`config.mk`:
```
export PLATFORM = sky130hd
export DESIGN_NAME = branch_predictor
export DESIGN_NICKNAME = d
export VERILOG_FILES = /design/src/rtl/branch_predictor.sv
export SDC_FILE = /design/constraint.sdc
export NUM_CORES = 1
export LEC_CHECK = 0
export CORE_MARGIN = 1
export CORE_UTILIZATION = 60
export DETAILED_ROUTE_END_ITERATION = 6
export DONT_BUFFER_PORTS = 1
export PLACE_DENSITY = 0.82
export SYNTH_ARGS = -nofsm -noshare
export SYNTH_HDL_FRONTEND = slang
export SYNTH_SLANG_ARGS = --single-unit
```
`constraint.sdc`:
```
create_clock -name clk -period 2.7 [get_ports clk]
set_input_delay 0.405 -clock clk [delete_from_list [all_inputs] [get_ports clk]]
set_output_delay 0.405 -clock clk [all_outputs]
set_load 0.05 [all_outputs]
```
`src/rtl/branch_predictor.sv`:
```
// Bimodal branch predictor: 2-bit saturating counters indexed by PC,
// branch condition resolution from ALU flags, and misprediction stats.
module branch_predictor #(
  parameter int INDEX_BITS = 4,
  parameter int PC_WIDTH   = 16,
  parameter int CNT_WIDTH  = 16
) (
  input  logic                 clk,
  input  logic                 rst,
  input  logic [PC_WIDTH-1:0]  fetch_pc,
  output logic                 predict_taken,
  input  logic                 resolve_valid,
  input  logic [PC_WIDTH-1:0]  resolve_pc,
  input  logic [1:0]           resolve_op,
  input  logic                 resolve_pred,
  input  logic                 zf,
  input  logic                 sf,
  input  logic                 of,
  output logic                 actual_taken,
  output logic                 mispredict,
  output logic [CNT_WIDTH-1:0] mispredict_count
);

  localparam int ENTRIES = 1 << INDEX_BITS;

  localparam logic [1:0] OP_BEQZ = 2'b00;
  localparam logic [1:0] OP_BNEZ = 2'b01;
  localparam logic [1:0] OP_BLTZ = 2'b10;
  localparam logic [1:0] OP_BGEZ = 2'b11;

  logic [1:0]           r_table [ENTRIES];
  logic [CNT_WIDTH-1:0] r_count;

  logic [INDEX_BITS-1:0] w_fidx;
  logic [INDEX_BITS-1:0] w_ridx;
  logic                  w_lt;
  logic                  w_cond;
  logic [1:0]            w_entry;
  logic                  w_unused;

  // Halfword-aligned PCs: bit 0 never selects an entry.
  assign w_fidx = fetch_pc[INDEX_BITS:1];
  assign w_ridx = resolve_pc[INDEX_BITS:1];
  assign w_unused = ^{fetch_pc[PC_WIDTH-1:INDEX_BITS+1], fetch_pc[0],
                      resolve_pc[PC_WIDTH-1:INDEX_BITS+1], resolve_pc[0]};

  assign w_lt = sf ^ of;

  always_comb begin
    w_cond = 1'b0;
    case (resolve_op)
      OP_BEQZ: w_cond = zf;
      OP_BNEZ: w_cond = ~zf;
      OP_BLTZ: w_cond = w_lt;
      OP_BGEZ: w_cond = ~w_lt;
      default: w_cond = 1'b0;
    endcase
  end

  assign actual_taken  = resolve_valid & w_cond;
  assign mispredict    = resolve_valid & (actual_taken != resolve_pred);
  assign predict_taken = r_table[w_fidx][1];
  assign w_entry       = r_table[w_ridx];
  assign mispredict_count = r_count;

  always_ff @(posedge clk) begin
    if (rst) begin
      for (int i = 0; i < ENTRIES; i++) begin
        r_table[i] <= 2'b01;
      end
      r_count <= '0;
    end else begin
      if (resolve_valid) begin
        if (actual_taken && (w_entry != 2'b11)) begin
          r_table[w_ridx] <= w_entry + 2'd1;
        end else if (!actual_taken && (w_entry != 2'b00)) begin
          r_table[w_ridx] <= w_entry - 2'd1;
        end
      end
      if (mispredict && (r_count != {CNT_WIDTH{1'b1}})) begin
        r_count <= r_count + CNT_WIDTH'(1);
      end
    end
  end

endmodule

```
==> impl_summary.txt, run 1 <==
----------------------------------------------------
[Final layout]
  Area of all sequential standard cells ... roughly 1300 sq um
  Share of layout cells above drive strength 1 ... roughly a fifth
  Top library cells by usage in the layout, fill and taps aside ... 32 x sky130_fd_sc_hd__edfxtp_1, 23 x sky130_fd_sc_hd__nand2_1, 21 x sky130_fd_sc_hd__nor2_1, 18 x sky130_fd_sc_hd__mux4_2, 18 x sky130_fd_sc_hd__buf_4
  Final cell area excluding filler cells ... about 3200 sq um
  Antenna fix cells ... 0
  Leading cell type in the layout, fill and taps excluded ... sky130_fd_sc_hd__edfxtp_1
  Filler instances ... around 360
  # nets final ... approximately 320
  Area used by multi-input combinational logic ... approximately 1600 sq um
  Synth-to-Final Area Change ... 7.17%
  Finished Layout Cells ... roughly 350

[Synthesis]
  Synth top area cells ... sky130_fd_sc_hd__edfxtp_1 33%, sky130_fd_sc_hd__mux4_2 14%, sky130_fd_sc_hd__dfxtp_1 11%, sky130_fd_sc_hd__nand2_1 2.9%, sky130_fd_sc_hd__a41o_1 2.7%
  Nets in the synthesized netlist ... about 320
  Total number of yosys warnings ... 0
  Mapped cell area ... 2950 sq um
  Count of mapped cells out of synthesis ... approximately 270
  Average cell area after synthesis ... around 11 sq um
  Library cell with the largest summed area after synthesis ... sky130_fd_sc_hd__edfxtp_1
  Share of the synthesized area in the top cell type ... between 30% and 40%
  Sequential fraction of the synthesis area ... about 43%
  Unique masters post-synth ... 40
  Yosys reg bits ... 48

[Floorplanning]
  Placement row count ... 25
  Overall die area ... 5200 sq um
  Starting density of the core ... between 60 and 70%
  Die outline height ... 72.1 um
  Core region area ... ~4700 sq um
  I/O Pins ... 60
  Die Span X ... between 70 and 80 um

[Worst hold path]
  End point of the most critical hold path ... mispredict_count[8]
  Number of cells on the worst hold path ... 1
  Kind of path behind the tightest hold check ... in -> reg
  Start point of the worst hold path ... rst

[STA]
  Final setup violation count ... 0
  Period utilisation layout ... about 90%
  Clock skew after layout ... 0.00575 ns
  Setup TNS Final ... 0 ns
  Slew headroom ... slightly below 60%
  Worst-case hold slack ... ~0.17 ns
  Final worst-path setup slack ... between 0.2 and 0.3 ns
  Maximum frequency from static timing analysis ... a little over 400 MHz
  Post-layout min period ... 2.44 ns
  Worst-Margin Slew ... 0.631 ns
  Count of pins over their slew limit ... 0
  Final Hold Fails ... 0
  RSZ-0062 raised after global routing ... no

[Place]
  Post-place setup slack ... 0.278 ns
  DP Area ... about 3100 sq um
  Detailed placer's ending HPWL ... between 4000 and 5000 um
  Count of buffers from port buffering ... 0
  Gp weighted congestion ... 0.882
  Number of placed instances with taps included ... 341

[Global route]
  First-pass GRT wire length ... between 10000 and 15000 um
  Global router's overall resource usage ... between 20% and 30%
  Number of global-route vias before repair ... approximately 2300
  Largest net degree at the start of global routing ... 36
  GR Overflow Total ... 0
  Number of antenna violations at the first check in global routing ... 0

[Power]
  Total power density per cell area ... 462 nW/um^2
  Maximum vdd drop ... ~330 uV
  Standby leakage power ... 0.000994 uW

[Worst setup path]
  Critical Path Slowest Stage Cell ... sky130_fd_sc_hd__mux4_2
  Delay-heaviest family, CP ... multiplexers
  Critical path required time ... 2.76 ns
  Critical path depth ... 6
  R2R Setup Slk ... roughly 0.26 ns
  RR Endpoint ... r_table[6][0]
  Most repeated library cell on the critical path ... sky130_fd_sc_hd__mux4_2
  Element type at the critical path end ... flop
  Startpoint of the worst setup timing path ... r_table[15][0]
  Setup CP Type ... reg -> reg
  Largest incremental delay on the critical path ... between 0.4 and 0.5 ns
  Kind of launch point of the worst setup path ... flop
  Startpoint of the most critical register-to-register path ... r_table[15][0]
  Cell-by-cell trace of the critical path ... mux4_2 > mux2i_1 > or2_2 > mux4_2 > and2_4 > nand2_1
  Worst-case reg-to-reg path depth ... 6
  Top fanout value on the critical path ... 13
  Worst endpoint data arrival time ... ~2.5 ns
  Buffering stage count on the worst path with inverters included ... 0

[CTS]
  Count of hold-fix buffers inserted at cts ... 0
  Total clock buffers created by CTS ... 5
  Sink count of the clock tree ... 48
  Clock tree from TritonCTS ... done
  H-tree level count ... 2
  Buffers inserted during post-CTS setup optimization ... 0
  Worst skew pair latency ... approximately 0.31 ns
  Clock tree root driver cell ... sky130_fd_sc_hd__clkbuf_8
  Clock slew seen by the registers of the worst setup and hold paths ... approximately 0.08 ns
  Post-CTS sizing ... 0
  Largest buffer count on any clock path ... 2

[Flow run]
  Maximum Capacitance Violations ... 0

[Routing]
  Routed Antenna Nets ... 0
  Number of search-and-repair iterations in the first detailed-routing pass ... 5
  Detailed-route DRC error count ... 0
  Detailed-route wire length per cell ... between 15 and 20 um
  Vias ... roughly 2300
  Via density per instance ... 6.50
  DRT iter0 DRCs ... around 300
  Final wirelength ... roughly 6500 um

[Outcome]
  Run status ... finished, final reports clean

----------------------------------------------------
-- logic make-up (layout without fill, tap and decap cells) --
logic type,count (synthesis),after routing,synth area share (%)
AND/OR/NAND/NOR,121,121,21.4
flip-flops,48,48,43.4
AO/OA/AOI/OAI,43,43,9.89
multiplexers,29,29,17.8
buffers and inverters,22,30,3.56
XOR/XNOR,10,10,3.48
adder cells (fa/ha/maj),1,1,0.424
-- metrics by stage --
| stage | total power, uW | utilization, % |
|---|---|---|
| detailed placement | 1060 | 65.2 |
| CTS | 1460 | 66.9 |
| finish | 1460 | 66.9 |
| global route | 1510 | 66.9 |
| floorplan | 1030 | - |
| global placement | 1060 | 65.2 |
-- synth_stat cells --
| cell | n |
|---|---|
| sky130_fd_sc_hd__a21oi_1 | 12 |
| sky130_fd_sc_hd__and4_1 | 1 |
| sky130_fd_sc_hd__nor3_1 | 6 |
| sky130_fd_sc_hd__buf_4 | 1 |
| sky130_fd_sc_hd__buf_1 | 1 |
| sky130_fd_sc_hd__nand2b_1 | 6 |
| sky130_fd_sc_hd__or4b_1 | 1 |
| sky130_fd_sc_hd__buf_2 | 3 |
| sky130_fd_sc_hd__nor2b_1 | 7 |
| sky130_fd_sc_hd__ha_1 | 1 |
| sky130_fd_sc_hd__xnor3_2 | 1 |
| sky130_fd_sc_hd__a311oi_1 | 1 |
| sky130_fd_sc_hd__or4_1 | 3 |
| sky130_fd_sc_hd__nand4_1 | 12 |
| sky130_fd_sc_hd__mux4_2 | 18 |
| sky130_fd_sc_hd__o21ai_1 | 1 |
| sky130_fd_sc_hd__o21ai_0 | 8 |
| sky130_fd_sc_hd__o21bai_1 | 8 |
| sky130_fd_sc_hd__o31ai_1 | 3 |
| sky130_fd_sc_hd__and2_4 | 1 |
| sky130_fd_sc_hd__mux2_2 | 4 |
| sky130_fd_sc_hd__nand3_1 | 16 |
| sky130_fd_sc_hd__edfxtp_1 | 32 |
| sky130_fd_sc_hd__clkbuf_1 | 11 |
| sky130_fd_sc_hd__a21boi_1 | 1 |
| sky130_fd_sc_hd__nor4_1 | 5 |
| sky130_fd_sc_hd__inv_1 | 4 |
| sky130_fd_sc_hd__or3_1 | 8 |
| sky130_fd_sc_hd__and2_1 | 8 |
| sky130_fd_sc_hd__mux2i_1 | 6 |
| sky130_fd_sc_hd__buf_6 | 2 |
| sky130_fd_sc_hd__xnor2_1 | 5 |
| sky130_fd_sc_hd__nor2_1 | 21 |
| sky130_fd_sc_hd__xor2_1 | 4 |
| sky130_fd_sc_hd__or2_2 | 3 |
| sky130_fd_sc_hd__nand2_1 | 23 |
| sky130_fd_sc_hd__a211oi_1 | 1 |
| sky130_fd_sc_hd__mux2i_2 | 1 |
| sky130_fd_sc_hd__a41o_1 | 8 |
| sky130_fd_sc_hd__dfxtp_1 | 16 |
-- where the power goes --
group          leakage, uW  switching, uW  internal, uW
clock network    0.0000453            239           176
logic             0.000542            138          99.5
registers         0.000407           10.0           799
-- layer usage --
layer | GRT usage [%] | wire length (um) | vias to the layer above
li1 | - | - | 1061
met1 | 35.9 | 2630 | 1069
met2 | 45.2 | 3150 | 120
met3 | 6.67 | 565 | 17
met4 | 11.8 | 155 | 0
met5 | 0 | 0 | -
-- registers in the layout, summed over array words and instances (netlist names) --
| register | flops |
|---|---|
| r_table | 32 |
| mispredict_count | 16 |
-- worst max-delay path by stage --
stage / end / slack, ns
after CTS: r_table[10][0] / 0.25
after detailed placement: r_table[10][0] / 0.28
final: r_table[6][0] / 0.26
after floorplan: r_table[11][0] / 0.39
after global placement: r_table[10][0] / 0.32
after global routing: r_table[14][0] / 0.17
-- layout make-up --
class | count | area share [%]
multi-input combinational | 204 | 49.4
sequential | 48 | 40.5
timing repair buffer | 18 | 4.28
tap | 67 | 2.65
clock buffer | 5 | 2.18
inverter | 4 | 0.475
clock inverter | 3 | 0.435
(Power assumes the default switching activity.)
==> inputs of run 2 (changes only) <==
- CORE_MARGIN: 1 -> 2
- REMOVE_ABC_BUFFERS: not set -> 1
==> run 2 against run 1 <==
Against the previous run: non-clock buffer count shrank 2; routed wire length grew 2.9%; count of clock-buffer cells in the layout is the same; sequential power is essentially flat; clock skew grew 0.0052 ns; combinational power is essentially flat.
==> impl_summary.txt, run 2 (synthesis results as in run 1) <==
----------------------------------------------------
[Outcome]
  Run status ... finished, final reports clean

[CTS]
  H-tree level count ... 2
  Worst skew pair latency ... between 0.3 and 0.4 ns
  Count of hold-fix buffers inserted at cts ... 0
  Clock slew seen by the registers of the worst setup and hold paths ... 0.09 ns
  Clock tree from TritonCTS ... done
  Post-CTS sizing ... 0
  Largest buffer count on any clock path ... 2
  Clock tree root driver cell ... sky130_fd_sc_hd__clkbuf_8
  Sink count of the clock tree ... 48
  Buffers inserted during post-CTS setup optimization ... 0
  Total clock buffers created by CTS ... 5

[Final layout]
  Synth-to-Final Area Change ... 6.83%
  # nets final ... approximately 320
  Top library cells by usage in the layout, fill and taps aside ... 32 x sky130_fd_sc_hd__edfxtp_1, 23 x sky130_fd_sc_hd__nand2_1, 21 x sky130_fd_sc_hd__nor2_1, 18 x sky130_fd_sc_hd__mux4_2
  Share of layout cells above drive strength 1 ... between 10% and 20%
  Final cell area excluding filler cells ... approximately 3200 sq um
  Share of the core filled with cells ... about 67%
  Filler instances ... about 350
  Antenna fix cells ... 0
  Flip-flop count of the largest register, all copies and words added ... 32
  Leading cell type in the layout, fill and taps excluded ... sky130_fd_sc_hd__edfxtp_1
  Largest register by flop count ... r_table

[Worst hold path]
  Number of cells on the worst hold path ... 1
  Kind of path behind the tightest hold check ... in -> reg
  Start point of the worst hold path ... rst
  End point of the most critical hold path ... mispredict_count[6]

[Worst setup path]
  Cell-by-cell trace of the critical path ... mux4_2 > mux2i_2 > nand2_1 > mux4_2 > buf_4 > nand4_1
  Startpoint of the most critical register-to-register path ... r_table[14][1]
  Worst-case reg-to-reg path depth ... 6
  Delay-heaviest family, CP ... multiplexers
  R2R Setup Slk ... approximately 0.28 ns
  Buffering stage count on the worst path with inverters included ... 1
  Most repeated library cell on the critical path ... sky130_fd_sc_hd__mux4_2
  Setup CP Type ... reg -> reg
  Largest incremental delay on the critical path ... between 0.5 and 0.6 ns
  Critical path required time ... around 2.9 ns
  Kind of launch point of the worst setup path ... flop
  Top fanout value on the critical path ... 8
  Element type at the critical path end ... flop
  Critical Path Slowest Stage Cell ... sky130_fd_sc_hd__mux4_2
  Worst endpoint data arrival time ... around 2.6 ns
  RR Endpoint ... r_table[7][0]

[Global route]
  Global router's overall resource usage ... 26.3%
  GR Overflow Total ... 0
  Largest net degree at the start of global routing ... 36
  Number of antenna violations at the first check in global routing ... 0
  First-pass GRT wire length ... 10800 um
  Number of global-route vias before repair ... 2244

[Power]
  Standby leakage power ... approximately 0.001 uW
  Total power ... between 1000 and 1500 uW
  Total power density per cell area ... roughly 470 nW/um^2
  Maximum vdd drop ... 254 uV

[STA]
  Maximum frequency from static timing analysis ... between 400 and 500 MHz
  Count of pins over their slew limit ... 0
  Worst-Margin Slew ... 0.658 ns
  RSZ-0062 raised after global routing ... no
  Slew headroom ... between 50% and 60%
  Final worst-path setup slack ... 0.285 ns
  Final Hold Fails ... 0
  Period utilisation layout ... roughly nine tenths
  Post-layout min period ... 2.42 ns
  Final setup violation count ... 0
  Clock skew after layout ... approximately 0.011 ns
  Setup TNS Final ... 0 ns

[Routing]
  DRT iter0 DRCs ... between 300 and 400
  Detailed-route wire length per cell ... just under 20 um
  Number of search-and-repair iterations in the first detailed-routing pass ... 5
  Detailed-route DRC error count ... 0
  Final wirelength ... between 6000 and 7000 um
  Routed Antenna Nets ... 0
  Vias ... roughly 2300
  Via density per instance ... 6.67

[Place]
  Detailed placer's ending HPWL ... 4920 um
  Gp weighted congestion ... 0.883
  Post-place setup slack ... 0.312 ns
  Count of buffers from port buffering ... 0
  DP Area ... 3060 sq um

[Floorplanning]
  Placement row count ... 25
  Die outline height ... approximately 74 um
  Overall die area ... around 5500 sq um
  I/O Pins ... 60
  Die Span X ... 74.1 um
  Starting density of the core ... roughly 62%
  Core region area ... approximately 4700 sq um

[Flow run]
  Maximum Capacitance Violations ... 0

----------------------------------------------------
-- run 2: where the power goes --
part / switching, uW / internal (uW)
sequential: 9.48 / 799
combinational: 137 / 99.5
clock: 253 / 180
total: 399 / 1080
-- run 2: how the worst max path moves through the flow --
stage,cells after the start,start,endpoint,slack [ns]
floorplan,5,mispredict_count[0],mispredict_count[14],0.46
global placement,6,resolve_pc[2],r_table[12][0],0.36
detailed placement,6,resolve_pc[2],r_table[7][0],0.31
CTS,6,r_table[12][1],r_table[7][0],0.30
global route,6,mispredict_count[8],mispredict_count[7],0.20
finish,6,r_table[14][1],r_table[7][0],0.28
-- run 2: final cells by class --
| cell class | instances | area [sq um] | share of cell area (%) |
|---|---|---|---|
| multi-input combinational | 204 | 1560 | 49.6 |
| sequential | 48 | 1280 | 40.7 |
| timing repair buffer | 16 | 120 | 3.81 |
| tap | 67 | 83.8 | 2.66 |
| clock buffer | 5 | 68.8 | 2.18 |
| clock inverter | 3 | 18.8 | 0.596 |
| inverter | 4 | 15.0 | 0.477 |
-- run 2: metrics by stage --
stage,cells,hold WS (ns)
after floorplan,256,0.474
after global placement,339,0.477
after detailed placement,339,0.478
after CTS,347,0.148
after global routing,347,0.147
final,347,0.157
-- run 2: layer usage --
metal	track usage, %	vias to the layer above	part of all wire [%]
met2	42.5	126	49
li1	-	1056	-
met3	5.69	14	7.9
met5	0	-	0
met1	35.5	1118	41
met4	9.09	0	2.1
-- run 2: worst reg2reg max path, delay by kind of cell (launching register included) --
kind / cells / cell delay, ns
mux: 3 / 1.44
simple gates: 2 / 0.21
flops: 1 / 0.43
buf+inv: 1 / 0.21
==> inputs of run 3 (changes only) <==
- CORE_MARGIN: 2 -> not set
==> run 3 against run 2 <==
Against the previous run: die area shrank 5.3%; critical path depth is the same; final cell count grew 0.58%; highest routed layer unchanged; routed wire length is essentially flat; clock skew shrank 0.0042 ns; final area grew 0.75%; via count grew 1.9%; power grew 2.2%.
==> impl_summary.txt, run 3 (synthesis results as in run 1) <==
----------------------------------------------------
[Final layout]
  Flip-flop count of the largest register, all copies and words added ... 32
  Synth-to-Final Area Change ... 7.64%
  Leading cell type in the layout, fill and taps excluded ... sky130_fd_sc_hd__edfxtp_1
  # nets final ... between 300 and 400
  Antenna fix cells ... 0
  Share of the core filled with cells ... between 60% and 70%
  Share of layout cells above drive strength 1 ... between 10% and 20%
  Largest register by flop count ... r_table
  Final cell area excluding filler cells ... around 3200 sq um
  Top library cells by usage in the layout, fill and taps aside ... 32 x sky130_fd_sc_hd__edfxtp_1, 23 x sky130_fd_sc_hd__nand2_1, 21 x sky130_fd_sc_hd__nor2_1, 18 x sky130_fd_sc_hd__mux4_2, 18 x sky130_fd_sc_hd__buf_4

[STA]
  Post-layout min period ... between 2 and 2.5 ns
  RSZ-0062 raised after global routing ... no
  Final setup violation count ... 0
  Slew headroom ... a little under three fifths
  Final Hold Fails ... 0
  Clock skew after layout ... around 0.0067 ns
  Maximum frequency from static timing analysis ... slightly above 400 MHz
  Final worst-path setup slack ... 0.289 ns
  Period utilisation layout ... 89.3%
  Worst-case hold slack ... around 0.15 ns
  Worst-Margin Slew ... roughly 0.67 ns
  Setup TNS Final ... 0 ns
  Count of pins over their slew limit ... 0

[Routing]
  Wire length on met3 ... between 600 and 700 um
  Topmost layer with routed signal wires ... met4
  Met1 WL ... 2680 um
  Final wirelength ... around 6700 um
  Detailed-route DRC error count ... 0
  Detail Route met2 WL ... ~3200 um
  Number of search-and-repair iterations in the first detailed-routing pass ... 5
  Vias ... approximately 2400
  DRT iter0 DRCs ... between 200 and 300
  Detailed-route wire length per cell ... ~19 um
  Routed Antenna Nets ... 0
  Via density per instance ... just under 7

[CTS]
  Clock tree from TritonCTS ... done
  Total clock buffers created by CTS ... 5
  H-tree level count ... 2
  Post-CTS sizing ... 0
  Buffers inserted during post-CTS setup optimization ... 0
  Worst skew pair latency ... roughly 0.3 ns
  Sink count of the clock tree ... between 40 and 50
  Clock tree root driver cell ... sky130_fd_sc_hd__clkbuf_8
  Largest buffer count on any clock path ... 2
  Clock slew seen by the registers of the worst setup and hold paths ... 0.09 ns
  Count of hold-fix buffers inserted at cts ... 0

[Global route]
  Global router's overall resource usage ... between 20% and 30%
  Largest net degree at the start of global routing ... 36
  First-pass GRT wire length ... 11100 um
  Number of antenna violations at the first check in global routing ... 0
  Number of global-route vias before repair ... roughly 2300
  GR Overflow Total ... 0

[Worst setup path]
  Element type at the critical path end ... flop
  Worst-case reg-to-reg path depth ... 6
  Setup crit end ... r_table[7][0]
  Setup CP Type ... reg -> reg
  Kind of launch point of the worst setup path ... flop
  Startpoint of the most critical register-to-register path ... r_table[15][1]
  Critical path required time ... roughly 2.9 ns
  Worst endpoint data arrival time ... between 2 and 3 ns
  Top fanout value on the critical path ... 8
  Startpoint of the worst setup timing path ... r_table[15][1]
  RR Endpoint ... r_table[7][0]
  R2R Setup Slk ... 0.29 ns

[Floorplanning]
  Die outline height ... between 70 and 80 um
  I/O Pins ... 60
  Die Span X ... just over 70 um
  Starting density of the core ... between 60% and 70%
  Placement row count ... 25
  Overall die area ... 5200 sq um
  Core region area ... 4720 sq um

[Place]
  DP Area ... between 3000 and 4000 sq um
  Post-place setup slack ... 0.336 ns
  Gp weighted congestion ... 0.969
  Count of buffers from port buffering ... 0
  Detailed placer's ending HPWL ... approximately 5000 um

[Power]
  Standby leakage power ... 0.000999 uW
  Total power density per cell area ... 476 nW/um^2
  Maximum vdd drop ... between 300 and 400 uV

[Flow run]
  Maximum Capacitance Violations ... 0

[Outcome]
  Run status ... finished, final reports clean

[Worst hold path]
  Kind of path behind the tightest hold check ... in -> reg

----------------------------------------------------
==> run 3: cell count changes in the layout (fill, tap and decap cells not counted), sizes merged <==
| cell | delta |
|---|---|
| buf | +2 |
| clkbuf | +2 |
| clkinv | -2 |
| clkinvlp | -1 |
| inv | +1 |
==> run 3: worst max-delay path: stages, from the launching register on <==
cell and delay, ns:
sky130_fd_sc_hd__edfxtp_1 0.42, sky130_fd_sc_hd__mux4_2 0.49, sky130_fd_sc_hd__mux2i_2 0.37, sky130_fd_sc_hd__nand2_1 0.12, sky130_fd_sc_hd__mux4_2 0.57, sky130_fd_sc_hd__buf_4 0.20, sky130_fd_sc_hd__nand4_1 0.09
==> run 3: where the power goes <==
group	leakage, uW	total, uW	switching, uW	internal (uW)
combinational	0.000540	242	138	103
clock	0.0000522	461	241	219
sequential	0.000407	808	9.03	799
total	0.000999	1510	389	1120
==> run 3: layout make-up <==
type | count | area [sq um]
Multi-Input combinational cell | 204 | 1560
Fill cell | 365 | 1550
Sequential cell | 48 | 1280
Tap cell | 67 | 83.8
Clock inverter | 1 | 6.26
Clock buffer | 7 | 90.1
Timing Repair Buffer | 18 | 135
Inverter | 4 | 15.0
==> run 3: how the worst min path moves through the flow <==
stage | startpoint | end | slack, ns | cells past startpoint
detailed placement | rst | mispredict_count[13] | 0.48 | 1
global placement | rst | mispredict_count[15] | 0.48 | 1
finish | rst | mispredict_count[10] | 0.15 | 1
CTS | rst | mispredict_count[13] | 0.15 | 1
floorplan | rst | mispredict_count[10] | 0.47 | 1
global route | rst | mispredict_count[10] | 0.14 | 1
==> run 3: per-layer routing <==
metal  vias up  track usage, %
met2       150            45.3
li1       1067               -
met5         -               0
met3        15            7.08
met1      1126            37.3
met4         0            10.7
==> run 3: through the flow <==
step | std cells | power [uW]
final | 349 | 1510
after global routing | 349 | 1560
after CTS | 349 | 1520
after detailed placement | 341 | 1060
after global placement | 341 | 1060
after floorplan | 256 | 1010
